File: config.mk
export PLATFORM = sky130hd
export DESIGN_NAME = norm_round_unit_flat
export DESIGN_NICKNAME = d
export VERILOG_FILES = /design/src/rtl/fp_pkg.sv /design/src/rtl/norm_round_unit_if.sv /design/src/rtl/lzc_28.sv /design/src/rtl/norm_round_unit.sv /design/src/flat_wrapper.sv
export SDC_FILE = /design/constraint.sdc
export NUM_CORES = 1
export LEC_CHECK = 0
export CELL_PAD_IN_SITES_DETAIL_PLACEMENT = 1
export CELL_PAD_IN_SITES_GLOBAL_PLACEMENT = 1
export CORE_ASPECT_RATIO = 1.5
export CORE_MARGIN = 3
export CORE_UTILIZATION = 42
export DETAILED_ROUTE_END_ITERATION = 7
export GPL_TIMING_DRIVEN = 0
export PLACE_DENSITY = 0.83
export RECOVER_POWER = 25
export SLEW_MARGIN = 30
export SYNTH_ARGS = -nofsm -noshare
export SYNTH_HDL_FRONTEND = slang
export SYNTH_SLANG_ARGS = --single-unit
File: constraint.sdc
create_clock -name i_clk -period 5.6 [get_ports i_clk]
set_input_delay 1.12 -clock i_clk [delete_from_list [all_inputs] [get_ports i_clk]]
set_output_delay 1.12 -clock i_clk [all_outputs]
set_load 0.05 [all_outputs]
File: src/rtl/fp_pkg.sv
// Shared binary32 types and constants for the FP add/sub normalise/round path.
package fp_pkg;

    localparam int SIZE_DATA = 28;
    localparam int SIZE_EXP  = 8;
    localparam int SIZE_MAN  = 23;
    localparam int EXP_BIAS  = 127;
    localparam int EXP_MAX   = 255;

    typedef struct packed {
        logic                sign;
        logic [SIZE_EXP-1:0] exp;
        logic [SIZE_MAN-1:0] frac;
    } fp32_t;

    typedef struct packed {
        logic overflow;
        logic underflow;
        logic inexact;
        logic zero;
    } fp_flags_t;

    typedef enum logic [1:0] {
        RM_RNE = 2'd0,
        RM_RTZ = 2'd1,
        RM_RDN = 2'd2,
        RM_RUP = 2'd3
    } round_mode_e;

endpackage

File: src/rtl/norm_round_unit_if.sv
// Handshake/data bundle between mantissa adder, norm_round_unit and writeback.
// o_flags exists only when FP_NORM_FLAGS_EN is defined.
interface norm_round_unit_if;
    import fp_pkg::*;

    logic                 i_valid;
    logic                 o_ready;
    logic [SIZE_DATA-1:0] i_sum;
    logic                 i_carry;
    logic [SIZE_EXP-1:0]  i_exp;
    logic                 i_sign;
    logic                 i_bypass;
    logic [31:0]          i_bypass_val;
    logic                 o_valid;
    logic                 i_ready;
    logic [31:0]          o_result;
`ifdef FP_NORM_FLAGS_EN
    fp_flags_t            o_flags;

    modport master (output i_valid, i_sum, i_carry, i_exp, i_sign, i_bypass, i_bypass_val, i_ready,
                    input  o_ready, o_valid, o_result, o_flags);
    modport slave  (input  i_valid, i_sum, i_carry, i_exp, i_sign, i_bypass, i_bypass_val, i_ready,
                    output o_ready, o_valid, o_result, o_flags);
`else
    modport master (output i_valid, i_sum, i_carry, i_exp, i_sign, i_bypass, i_bypass_val, i_ready,
                    input  o_ready, o_valid, o_result);
    modport slave  (input  i_valid, i_sum, i_carry, i_exp, i_sign, i_bypass, i_bypass_val, i_ready,
                    output o_ready, o_valid, o_result);
`endif

endinterface

File: src/rtl/lzc_28.sv
// Combinational leading-zero counter for the 28-bit adder sum; all-zero input gives 28.
module lzc_28 (
    input  logic [27:0] i_data,
    output logic [4:0]  o_count
);

    // Scanning upward lets the most significant set bit win.
    always_comb begin
        o_count = 5'd28;
        for (int i = 0; i < 28; i++) begin
            if (i_data[i]) o_count = 5'(27 - i);
        end
    end

endmodule

File: src/rtl/norm_round_unit.sv
// Normalise, round-to-nearest-even and pack the FP adder result into binary32 (2-stage pipeline).
// Define FP_NORM_FLAGS_EN to add o_flags = {overflow, underflow, inexact, zero}; zero covers flushed results.
module norm_round_unit #(
    parameter int SIZE_DATA = 28,
    parameter int SIZE_EXP  = 8,
    parameter int SIZE_MAN  = 23
) (
    input logic              i_clk,
    input logic              i_rst,
    norm_round_unit_if.slave bus
);
    import fp_pkg::*;

    localparam int EXP_W = SIZE_EXP + 2;
    localparam int LZ_W  = $clog2(SIZE_DATA + 1);
    localparam logic signed [EXP_W-1:0] EXP_INF = EXP_W'(EXP_MAX);

    logic                    en;
    logic [LZ_W-1:0]         lz;
    logic signed [EXP_W-1:0] exp_in;

    logic                    vld_p1_d, vld_p1_q;
    logic [SIZE_DATA-2:0]    mant_p1_d, mant_p1_q;
    logic signed [EXP_W-1:0] exp_p1_d, exp_p1_q;
    logic                    sign_p1_d, sign_p1_q;
    logic                    zero_p1_d, zero_p1_q;
    logic                    byp_p1_d, byp_p1_q;
    logic [31:0]             bval_p1_d, bval_p1_q;

    logic                    g, r, s, rnd_up, is_inf, is_uf;
    logic [SIZE_MAN:0]       frac_rnd;
    logic signed [EXP_W-1:0] exp_rnd;
    logic                    vld_p2_d, vld_p2_q;
    fp32_t                   result_p2_d, result_p2_q;

    lzc_28 u_lzc (
        .i_data  (bus.i_sum),
        .o_count (lz)
    );

    assign en           = !vld_p2_q || bus.i_ready;
    assign bus.o_ready  = en;
    assign bus.o_valid  = vld_p2_q;
    assign bus.o_result = result_p2_q;
    assign exp_in       = signed'({2'b00, bus.i_exp});

    // Stage 1: normalise shift; the hidden bit is implied and not stored.
    always_comb begin
        vld_p1_d  = bus.i_valid;
        sign_p1_d = bus.i_sign;
        byp_p1_d  = bus.i_bypass;
        bval_p1_d = bus.i_bypass_val;
        zero_p1_d = 1'b0;
        mant_p1_d = (SIZE_DATA-1)'(bus.i_sum << lz);
        exp_p1_d  = exp_in - EXP_W'(lz);
        if (bus.i_carry) begin
            mant_p1_d = {bus.i_sum[SIZE_DATA-1:2], bus.i_sum[1] | bus.i_sum[0]};
            exp_p1_d  = exp_in + EXP_W'(1);
        end else if (bus.i_sum == '0) begin
            zero_p1_d = 1'b1;
        end
    end

    // Stage 2: RNE round, exponent range check and pack.
    always_comb begin
        g        = mant_p1_q[3];
        r        = mant_p1_q[2];
        s        = |mant_p1_q[1:0];
        rnd_up   = g & (r | s | mant_p1_q[4]);
        frac_rnd = {1'b0, mant_p1_q[SIZE_DATA-2:4]} + (SIZE_MAN+1)'(rnd_up);
        exp_rnd  = exp_p1_q + EXP_W'(frac_rnd[SIZE_MAN]);
        is_inf   = !byp_p1_q && !zero_p1_q && (exp_rnd >= EXP_INF);
        is_uf    = !byp_p1_q && !zero_p1_q && (exp_rnd[EXP_W-1] || exp_rnd == '0);
        vld_p2_d = vld_p1_q;
        result_p2_d = '{sign: sign_p1_q, exp: exp_rnd[SIZE_EXP-1:0], frac: frac_rnd[SIZE_MAN-1:0]};
        if (byp_p1_q)       result_p2_d = bval_p1_q;
        else if (zero_p1_q) result_p2_d = '0;
        else if (is_inf)    result_p2_d = '{sign: sign_p1_q, exp: '1, frac: '0};
        else if (is_uf)     result_p2_d = '{sign: sign_p1_q, exp: '0, frac: '0};
    end

`ifdef FP_NORM_FLAGS_EN
    fp_flags_t flags_p2_d, flags_p2_q;

    always_comb begin
        flags_p2_d = '0;
        if (!byp_p1_q) begin
            flags_p2_d.overflow  = is_inf;
            flags_p2_d.underflow = is_uf;
            flags_p2_d.inexact   = g | r | s;
            flags_p2_d.zero      = zero_p1_q | is_uf;
        end
    end

    assign bus.o_flags = flags_p2_q;
`endif

    always_ff @(posedge i_clk) begin
        if (i_rst) begin
            vld_p1_q    <= 1'b0;
            vld_p2_q    <= 1'b0;
            result_p2_q <= '0;
`ifdef FP_NORM_FLAGS_EN
            flags_p2_q  <= '0;
`endif
        end else if (en) begin
            vld_p1_q    <= vld_p1_d;
            vld_p2_q    <= vld_p2_d;
            result_p2_q <= result_p2_d;
`ifdef FP_NORM_FLAGS_EN
            flags_p2_q  <= flags_p2_d;
`endif
        end
    end

    always_ff @(posedge i_clk) begin
        if (en) begin
            mant_p1_q <= mant_p1_d;
            exp_p1_q  <= exp_p1_d;
            sign_p1_q <= sign_p1_d;
            zero_p1_q <= zero_p1_d;
            byp_p1_q  <= byp_p1_d;
            bval_p1_q <= bval_p1_d;
        end
    end

endmodule

File: src/flat_wrapper.sv
// flat-port wrapper written by rule: the top's interface ports become plain ports
module norm_round_unit_flat import fp_pkg::*;
#(
    parameter int SIZE_DATA = 28,
    parameter int SIZE_EXP  = 8,
    parameter int SIZE_MAN  = 23
)
  (i_clk, i_rst, bus_i_valid, bus_i_sum, bus_i_carry, bus_i_exp, bus_i_sign, bus_i_bypass, bus_i_bypass_val, bus_i_ready, bus_o_ready, bus_o_valid, bus_o_result);
  norm_round_unit_if bus_i ();
  input logic i_clk;
  input logic i_rst;
  input wire logic [$bits(bus_i.i_valid)-1:0] bus_i_valid;
  input wire logic [$bits(bus_i.i_sum)-1:0] bus_i_sum;
  input wire logic [$bits(bus_i.i_carry)-1:0] bus_i_carry;
  input wire logic [$bits(bus_i.i_exp)-1:0] bus_i_exp;
  input wire logic [$bits(bus_i.i_sign)-1:0] bus_i_sign;
  input wire logic [$bits(bus_i.i_bypass)-1:0] bus_i_bypass;
  input wire logic [$bits(bus_i.i_bypass_val)-1:0] bus_i_bypass_val;
  input wire logic [$bits(bus_i.i_ready)-1:0] bus_i_ready;
  output wire logic [$bits(bus_i.o_ready)-1:0] bus_o_ready;
  output wire logic [$bits(bus_i.o_valid)-1:0] bus_o_valid;
  output wire logic [$bits(bus_i.o_result)-1:0] bus_o_result;
  assign bus_i.i_valid = bus_i_valid;
  assign bus_i.i_sum = bus_i_sum;
  assign bus_i.i_carry = bus_i_carry;
  assign bus_i.i_exp = bus_i_exp;
  assign bus_i.i_sign = bus_i_sign;
  assign bus_i.i_bypass = bus_i_bypass;
  assign bus_i.i_bypass_val = bus_i_bypass_val;
  assign bus_i.i_ready = bus_i_ready;
  assign bus_o_ready = bus_i.o_ready;
  assign bus_o_valid = bus_i.o_valid;
  assign bus_o_result = bus_i.o_result;
  norm_round_unit #(.SIZE_DATA(SIZE_DATA), .SIZE_EXP(SIZE_EXP), .SIZE_MAN(SIZE_MAN)) u_core (.i_clk(i_clk), .i_rst(i_rst), .bus(bus_i));
endmodule
==> results.cfg, run 1 <==
[logic_synthesis]
synth-adder-area-share_pct = 2.07
ys_seq_elements = 106
yosysWarnings = 0
synth.avg_cell_area_sq_um = 10.1
yosys.area_share.simple_pct = 16.1
syn_nets = 720
async_flop_share_pct = 0
synth_cell_types = 75
yosysSeqAreaShare_pct = 44.4
synth_compound_area_share_pct = 17.2
syn_inst = 635
synthMuxAreaShare_pct = 10.9
synth_top_family_by_area = compound AO/OA/AOI/OAI gates
yosys.area_share.xor_xnor_pct = 5.06
synth_edf_count = 72
synth_ff_type = edfxtp_1
mappedNetlistArea_sq_um = 6400

[sta]
min_period_over_period_pct = 93.2
fmax_mhz = 192
slew-limit-headroom_pct = 51.1
rsz0062_at_grt = false
setup_viol = 0
hold_violations = 0
fin_ws_ps = 381
min_period_ps = 5220
report.final.slew_viol_count = 0
tightest_slew_ps = 729
finClkSkew_ps = 8.53

[floorplan]
die_w_um = 107
core_area_sq_um = 14700
num_rows = 54
chipHeight_um = 157
die_area_sq_um = 16800
ios = 109
initial_core_util_pct = 43.5

[placed_design]
pre_cts_ws_ps = 340
hpwl_um = 17300
placed_cells = 937
gp_congestion = 0.933
portBuffers = 105

[clocking]
clock-root-buffer = clkbuf_16
clkTransAtPathRegs_ps = 70
cts.sinks = 106
cts_max_level = 3
post_cts_buffers = 0
worstSkewPairLatency_ps = 350
cts_tree = done
cts_made_buffers = 9
post_cts_resized = 0
cts.path.max_buffers = 2
hold_buffers = 0

[power_and_ir_drop]
p_seq_share_pct = 43.8
combPwrFrac_pct = 24.8
p_leak_uw = 0.00310
p_int_uw = 1550
power.clock.fraction_pct = 31.4
p_switching_uw = 657
swShare_pct = 29.7
cellPowerDensity_nw_per_um2 = 274
ir_drop_v = 0.000150

[critical_path]
crit_arrival_ps = 4100
cp_data_required_time_ps = 4480
crit_family = buffers and inverters
cp.buffers_inverters = 6
r2r_slack_ps = 470
crit_chain = clkdlybuf4s50_1, nor2b_1, clkbuf_1, inv_1, clkbuf_1, clkbuf_4, clkdlybuf4s50_1
worstSetupStartpointType = primary input
cp_slowest_cell = clkdlybuf4s50_1
path_class = primary input to output pin
crit_fanout = 51
slowest_delay_ps = 930
end_kind = output pin

[global_route]
grt_pass1_vias = 6127
gr-total-overflow = 0
grt_usage_pct = 26.6
grt_max_degree = 52
antenna_found_initial = 0
grt_pass1_wl_um = 34200

[detailed_routing]
detail_route.iter0.violations = 334
drtPass1Iterations = 4
routedWlPerCell_um = 23.4
antenna_left = 0
via_per_inst = 5.95
drc = 0
wirelength_um = 22300
num_vias = 5667

[cells_and_area]
final_core_util_pct = 54.7
final_cell_mix = 72 x edfxtp_1, 71 x nor2_1, 53 x clkdlybuf4s50_1, 52 x dlygate4sd3_1, 48 x mux2i_1
ff_latch_area_sq_um = 2840
multi_input_area_sq_um = 3280
final_common_cell = edfxtp_1
fin_nets = 837
layout.cells.non_filler = 953
diodes = 0
layout-drive-gt1-share_pct = 8.19
n_fill_cell = 1664
areaGrowthSynthToFinish_pct = 25.8

[flow_run]
drv_cap = 0

[hold_path]
hold_path.class = flop to flop

[run_status]
outcome = complete, no violations
==> tightest hold or removal path, cell delays in order, from the launching register on <==
cell and delay [ps]:
dfxtp_1 310, nor2_1 100, a211oi_1 50
==> Yosys cell counts (3+ instances only) <==
cell type  number  area, sq um
buf_6           4         45.0
dfxtp_1        34          681
mux2i_1        48          480
xnor2_1        27          236
a22o_1          3         26.3
ha_1            9          113
nand3_1        21          105
a21oi_1        15         75.1
nand4_1         6         37.5
a22oi_1         7         52.6
inv_1          17         63.8
o211ai_1        4         30.0
mux2i_4         3         67.6
edfxtp_1       72         2160
buf_1           3         11.3
a21o_1          3         22.5
inv_2           3         11.3
or3_1           4         25.0
nor2_1         71          267
nor3_1         34          170
and3_1          5         31.3
buf_2           3         15.0
and2_1          5         31.3
nand2_1        47          176
a211oi_1       10         75.1
xor2_1         10         87.6
o221ai_1        4         35.0
nand2b_1        6         37.5
clkbuf_1       22         82.6
a221oi_1       25          219
o22ai_1         3         18.8
a221oi_2        4         60.1
o21ai_0        27          135
mux2_2         11          124
nor4_1          7         43.8
a32oi_1         3         26.3
nor2b_1         4         25.0
==> metrics by stage <==
step	power [uW]	TNS [ps]	instance area [sq um]	hold WS (ps)
finish	2210	0	8060	499
global route	2290	0	8060	518
CTS	2220	0	8060	502
detailed placement	1530	0	7720	460
global placement	1510	-13610	7700	441
floorplan	1310	0	6400	432
==> final timing paths <==
check                                       startpoint                                    to  depth (start not counted)
setup / recovery                           bus_i_ready                           bus_o_ready                          7
hold / removal    u_core.bus.o_result[24]$_SDFFE_PP0P_  u_core.bus.o_result[24]$_SDFFE_PP0P_                          2
setup reg to reg         u_core.mant_p1_q[6]$_DFFE_PP_   u_core.bus.o_result[8]$_SDFFE_PP0P_                         18
hold reg to reg   u_core.bus.o_result[24]$_SDFFE_PP0P_  u_core.bus.o_result[24]$_SDFFE_PP0P_                          2
==> layer usage <==
metal	vias to the layer above	part of all wire, %	global-route usage (%)
li1	2637	-	-
met3	61	3.3	3.24
met5	-	0	0
met2	172	54	50.5
met4	0	6.0	15.8
met1	2797	37	27.6
==> logic make-up (layout without fill, tap and decap cells) <==
group | Yosys count | in the layout
compound gates | 141 | 141
fa+ha+maj | 10 | 10
buf+inv | 57 | 179
simple gates | 220 | 220
xor+xnor | 37 | 37
mux | 64 | 64
flops | 106 | 106
==> registers in the layout (all words and copies together), names as in the netlist <==
register and cells:
u_core.sign_p1_q 1, u_core.mant_p1_q 27, u_core.zero_p1_q 1, u_core.bus.o_valid 1, u_core.vld_p1_q 1, u_core.bval_p1_q 32, u_core.byp_p1_q 1, u_core.exp_p1_q 10
u_core.bus.o_result 32
==> final cells by class <==
type	instances	share of cell area, %
clock inverter	4	0.916
tap	196	3.04
sequential	106	35.3
buffer	36	2.52
clock buffer	12	3.20
multi-input combinational	472	40.8
timing repair buffer	106	13.3
inverter	21	0.979
==> power by group through the flow <==
stage	logic, uW	clock network, uW	registers, uW
after floorplan	254	0	1050
after global placement	530	0	980
after detailed placement	547	0	983
after CTS	553	698	968
after global routing	580	735	975
final	547	694	968
Power figures use the tool's default switching activity.
==> inputs of run 2 (changes only) <==
ABC_AREA = 1   (was default)
CORE_UTILIZATION = 40   (was 42)
PLACE_DENSITY = 0.84   (was 0.83)
SKIP_LAST_GASP = 1   (was default)
==> results.cfg, run 2 <==
[run_status]
outcome = complete, no violations

[critical_path]
cp_slowest_cell = clkdlybuf4s50_1
crit_fanout = 49
slowest_delay_ps = 840
r2r_slack_ps = 840
cp.buffers_inverters = 4
reg2reg_to = u_core.bus.o_result[15]$_SDFFE_PP0P_
crit_arrival_ps = 4030
path_class = primary input to output pin
reg2reg_depth = 26
crit_chain = dlygate4sd3_1, nor2_1, inv_1, clkbuf_4, clkdlybuf4s50_1
worstSetupStartpointType = primary input
end_kind = output pin
cp_data_required_time_ps = 4480
crit_family = buffers and inverters
r2r-start = u_core.mant_p1_q[3]$_DFFE_PP_

[floorplan]
ios = 109
chipHeight_um = 163
num_rows = 56
die_area_sq_um = 18100
core_area_sq_um = 15900
die_w_um = 111
initial_core_util_pct = 41.6

[logic_synthesis]
synth_edf_count = 72
synth_ff_type = edfxtp_1
synthTopCellsByCount = 201 x nand2_1, 138 x nand3_1, 86 x inv_1
post-synth-top-count-cell = nand2_1
synth.avg_cell_area_sq_um = 7.58
yosysSeqAreaShare_pct = 43.0
yosysWarnings = 0
syn_inst = 872
ys_seq_elements = 106
syn_nets = 957
synth_top_cell_by_area = edfxtp_1
synthTopCellsByArea = edfxtp_1 33%, nand2_1 11%, nand3_1 10%
mappedNetlistArea_sq_um = 6610
async_flop_share_pct = 0
synth_top_area_share_pct = 32.7
synth_cell_types = 50

[detailed_routing]
via_per_inst = 5.61
detail_route.iter0.violations = 419
wirelength_um = 23700
routedWlPerCell_um = 19.7
drtPass1Iterations = 5
drc = 0
antenna_left = 0
num_vias = 6731

[sta]
slew-limit-headroom_pct = 47.2
rsz0062_at_grt = false
finClkSkew_ps = 11.1
setup_viol = 0
report.final.slew_viol_count = 0
fmax_mhz = 194
tightest_slew_ps = 789
min_period_ps = 5150
whs_ps = 534
min_period_over_period_pct = 91.9
hold_violations = 0

[cells_and_area]
areaGrowthSynthToFinish_pct = 25.2
fin_nets = 1077
final_core_util_pct = 52.0
final_common_cell = nand2_1
final_cell_area_sq_um = 8280
diodes = 0
final_cell_mix = 201 x nand2_1, 138 x nand3_1, 86 x inv_1, 72 x edfxtp_1, 67 x a21oi_1
n_fill_cell = 1981
layout-drive-gt1-share_pct = 4.41

[clocking]
cts_max_level = 3
cts.sinks = 106
clock-root-buffer = clkbuf_16
hold_buffers = 0
cts_made_buffers = 9
clkTransAtPathRegs_ps = 70
cts_tree = done
worstSkewPairLatency_ps = 340
cts.path.max_buffers = 2

[global_route]
grt_max_degree = 50
grt_usage_pct = 26.0
antenna_found_initial = 0
grt_pass1_wl_um = 37500
grt_pass1_vias = 7118
gr-total-overflow = 0

[hold_path]
min_delay_path_depth = 2
min_to = u_core.bus.o_valid$_SDFFE_PP0P_
hold_start = u_core.vld_p1_q$_SDFFE_PP0P_
hold_path.class = flop to flop

[power_and_ir_drop]
p_leak_uw = 0.00348
ir_drop_v = 0.000205
p_int_uw = 1460
swShare_pct = 31.6
combPwrFrac_pct = 25.8
power.clock.fraction_pct = 29.1
cellPowerDensity_nw_per_um2 = 258
p_seq_share_pct = 45.2
p_switching_uw = 675

[placed_design]
placed_cell_area_sq_um = 7970
gp_congestion = 0.997
hpwl_um = 18700
portBuffers = 108

[flow_run]
drv_cap = 0
run 2: cell types whose count changed after synthesis, sizes merged, moves of 25 or more:
cell	delta
o21ai	+32
inv	+67
a221oi	-29
a21oi	+50
mux2i	-52
nand3	+119
nand2	+159
nor3	-25
run 2: worst max path at each step:
stage	slack, ps	from	to	cells past startpoint
floorplan	560	bus_i_ready	bus_o_ready	3
global placement	-1850	bus_i_ready	bus_o_ready	5
detailed placement	150	bus_i_sum[0]	u_core.exp_p1_q[7]$_DFFE_PP_	26
CTS	280	u_core.mant_p1_q[3]$_DFFE_PP_	u_core.bus.o_result[15]$_SDFFE_PP0P_	26
global route	80	u_core.mant_p1_q[3]$_DFFE_PP_	u_core.bus.o_result[15]$_SDFFE_PP0P_	26
finish	450	bus_i_ready	bus_o_ready	5
run 2: timing repair:
action / in CTS / in global routing
setup buffers: 0 / 0
resized for setup: 0 / 6
setup endpoints to repair: 0 / 23
run 2: final cells by class:
class	instances	area, sq um	area share [%]
inverters	88	330	3.99
repair buffers	109	1100	13.3
clock buffers	15	289	3.49
multi-input cells	638	3260	39.4
plain buffers	40	193	2.33
well taps	203	254	3.07
flip-flops and latches	106	2840	34.3
clock inverters	1	6.26	0.0756
run 2: cell families (layout without fill, tap and decap cells):
family	after synthesis	in the layout	synth area share [%]
XOR/XNOR	16	16	2.12
adder cells (fa/ha/maj)	10	10	2.01
AO/OA/AOI/OAI	173	173	15.0
flip-flops	106	106	43.0
buffers and inverters	128	253	7.82
AND/OR/NAND/NOR	439	439	30.1
run 2: per-stage QoR:
step | TNS, ps | setup slack [ps] | power (uW) | std cells
final | 0 | 453 | 2140 | 1200
after global routing | 0 | 75.1 | 2240 | 1200
after CTS | 0 | 284 | 2150 | 1200
after detailed placement | 0 | 152 | 1530 | 1184
after global placement | -1870 | -1850 | 1520 | 1183
after floorplan | 0 | 562 | 1310 | 872
run 2: worst register-to-register path: stages, from the launching register on:
cell	delay [ps]
edfxtp_1	350
nand2_1	70
inv_1	70
nand3_1	110
nor3_1	170
inv_1	100
nor2_1	170
nand3_1	130
nor3_1	200
nand3_1	140
nor2_1	130
inv_1	90
nor3_2	220
nand4_1	190
nor3b_1	220
ha_1	210
ha_1	200
nand3_1	140
nand3b_1	200
xor2_1	220
nor3_1	70
nand2_1	90
o21ai_0	140
nor3b_2	370
clkbuf_2	320
o221ai_1	210
a21oi_1	170
run 2: power groups by stage:
stage / sequential, uW / combinational, uW / clock, uW
6_report: 966 / 551 / 621
4_1_cts: 967 / 556 / 631
3_3_place_gp: 980 / 536 / 0
3_5_place_dp: 983 / 549 / 0
2_1_floorplan: 1050 / 255 / 0
5_1_grt: 976 / 600 / 661
run 2: per-layer routing:
layer  share of wire [%]  vias up  GRT usage [%]
li1                    -     3252              -
met2                  54      191           50.1
met3                 3.7       49           2.37
met1                  38     3239           29.0
met5                   0        -              0
met4                 3.8        0           10.5
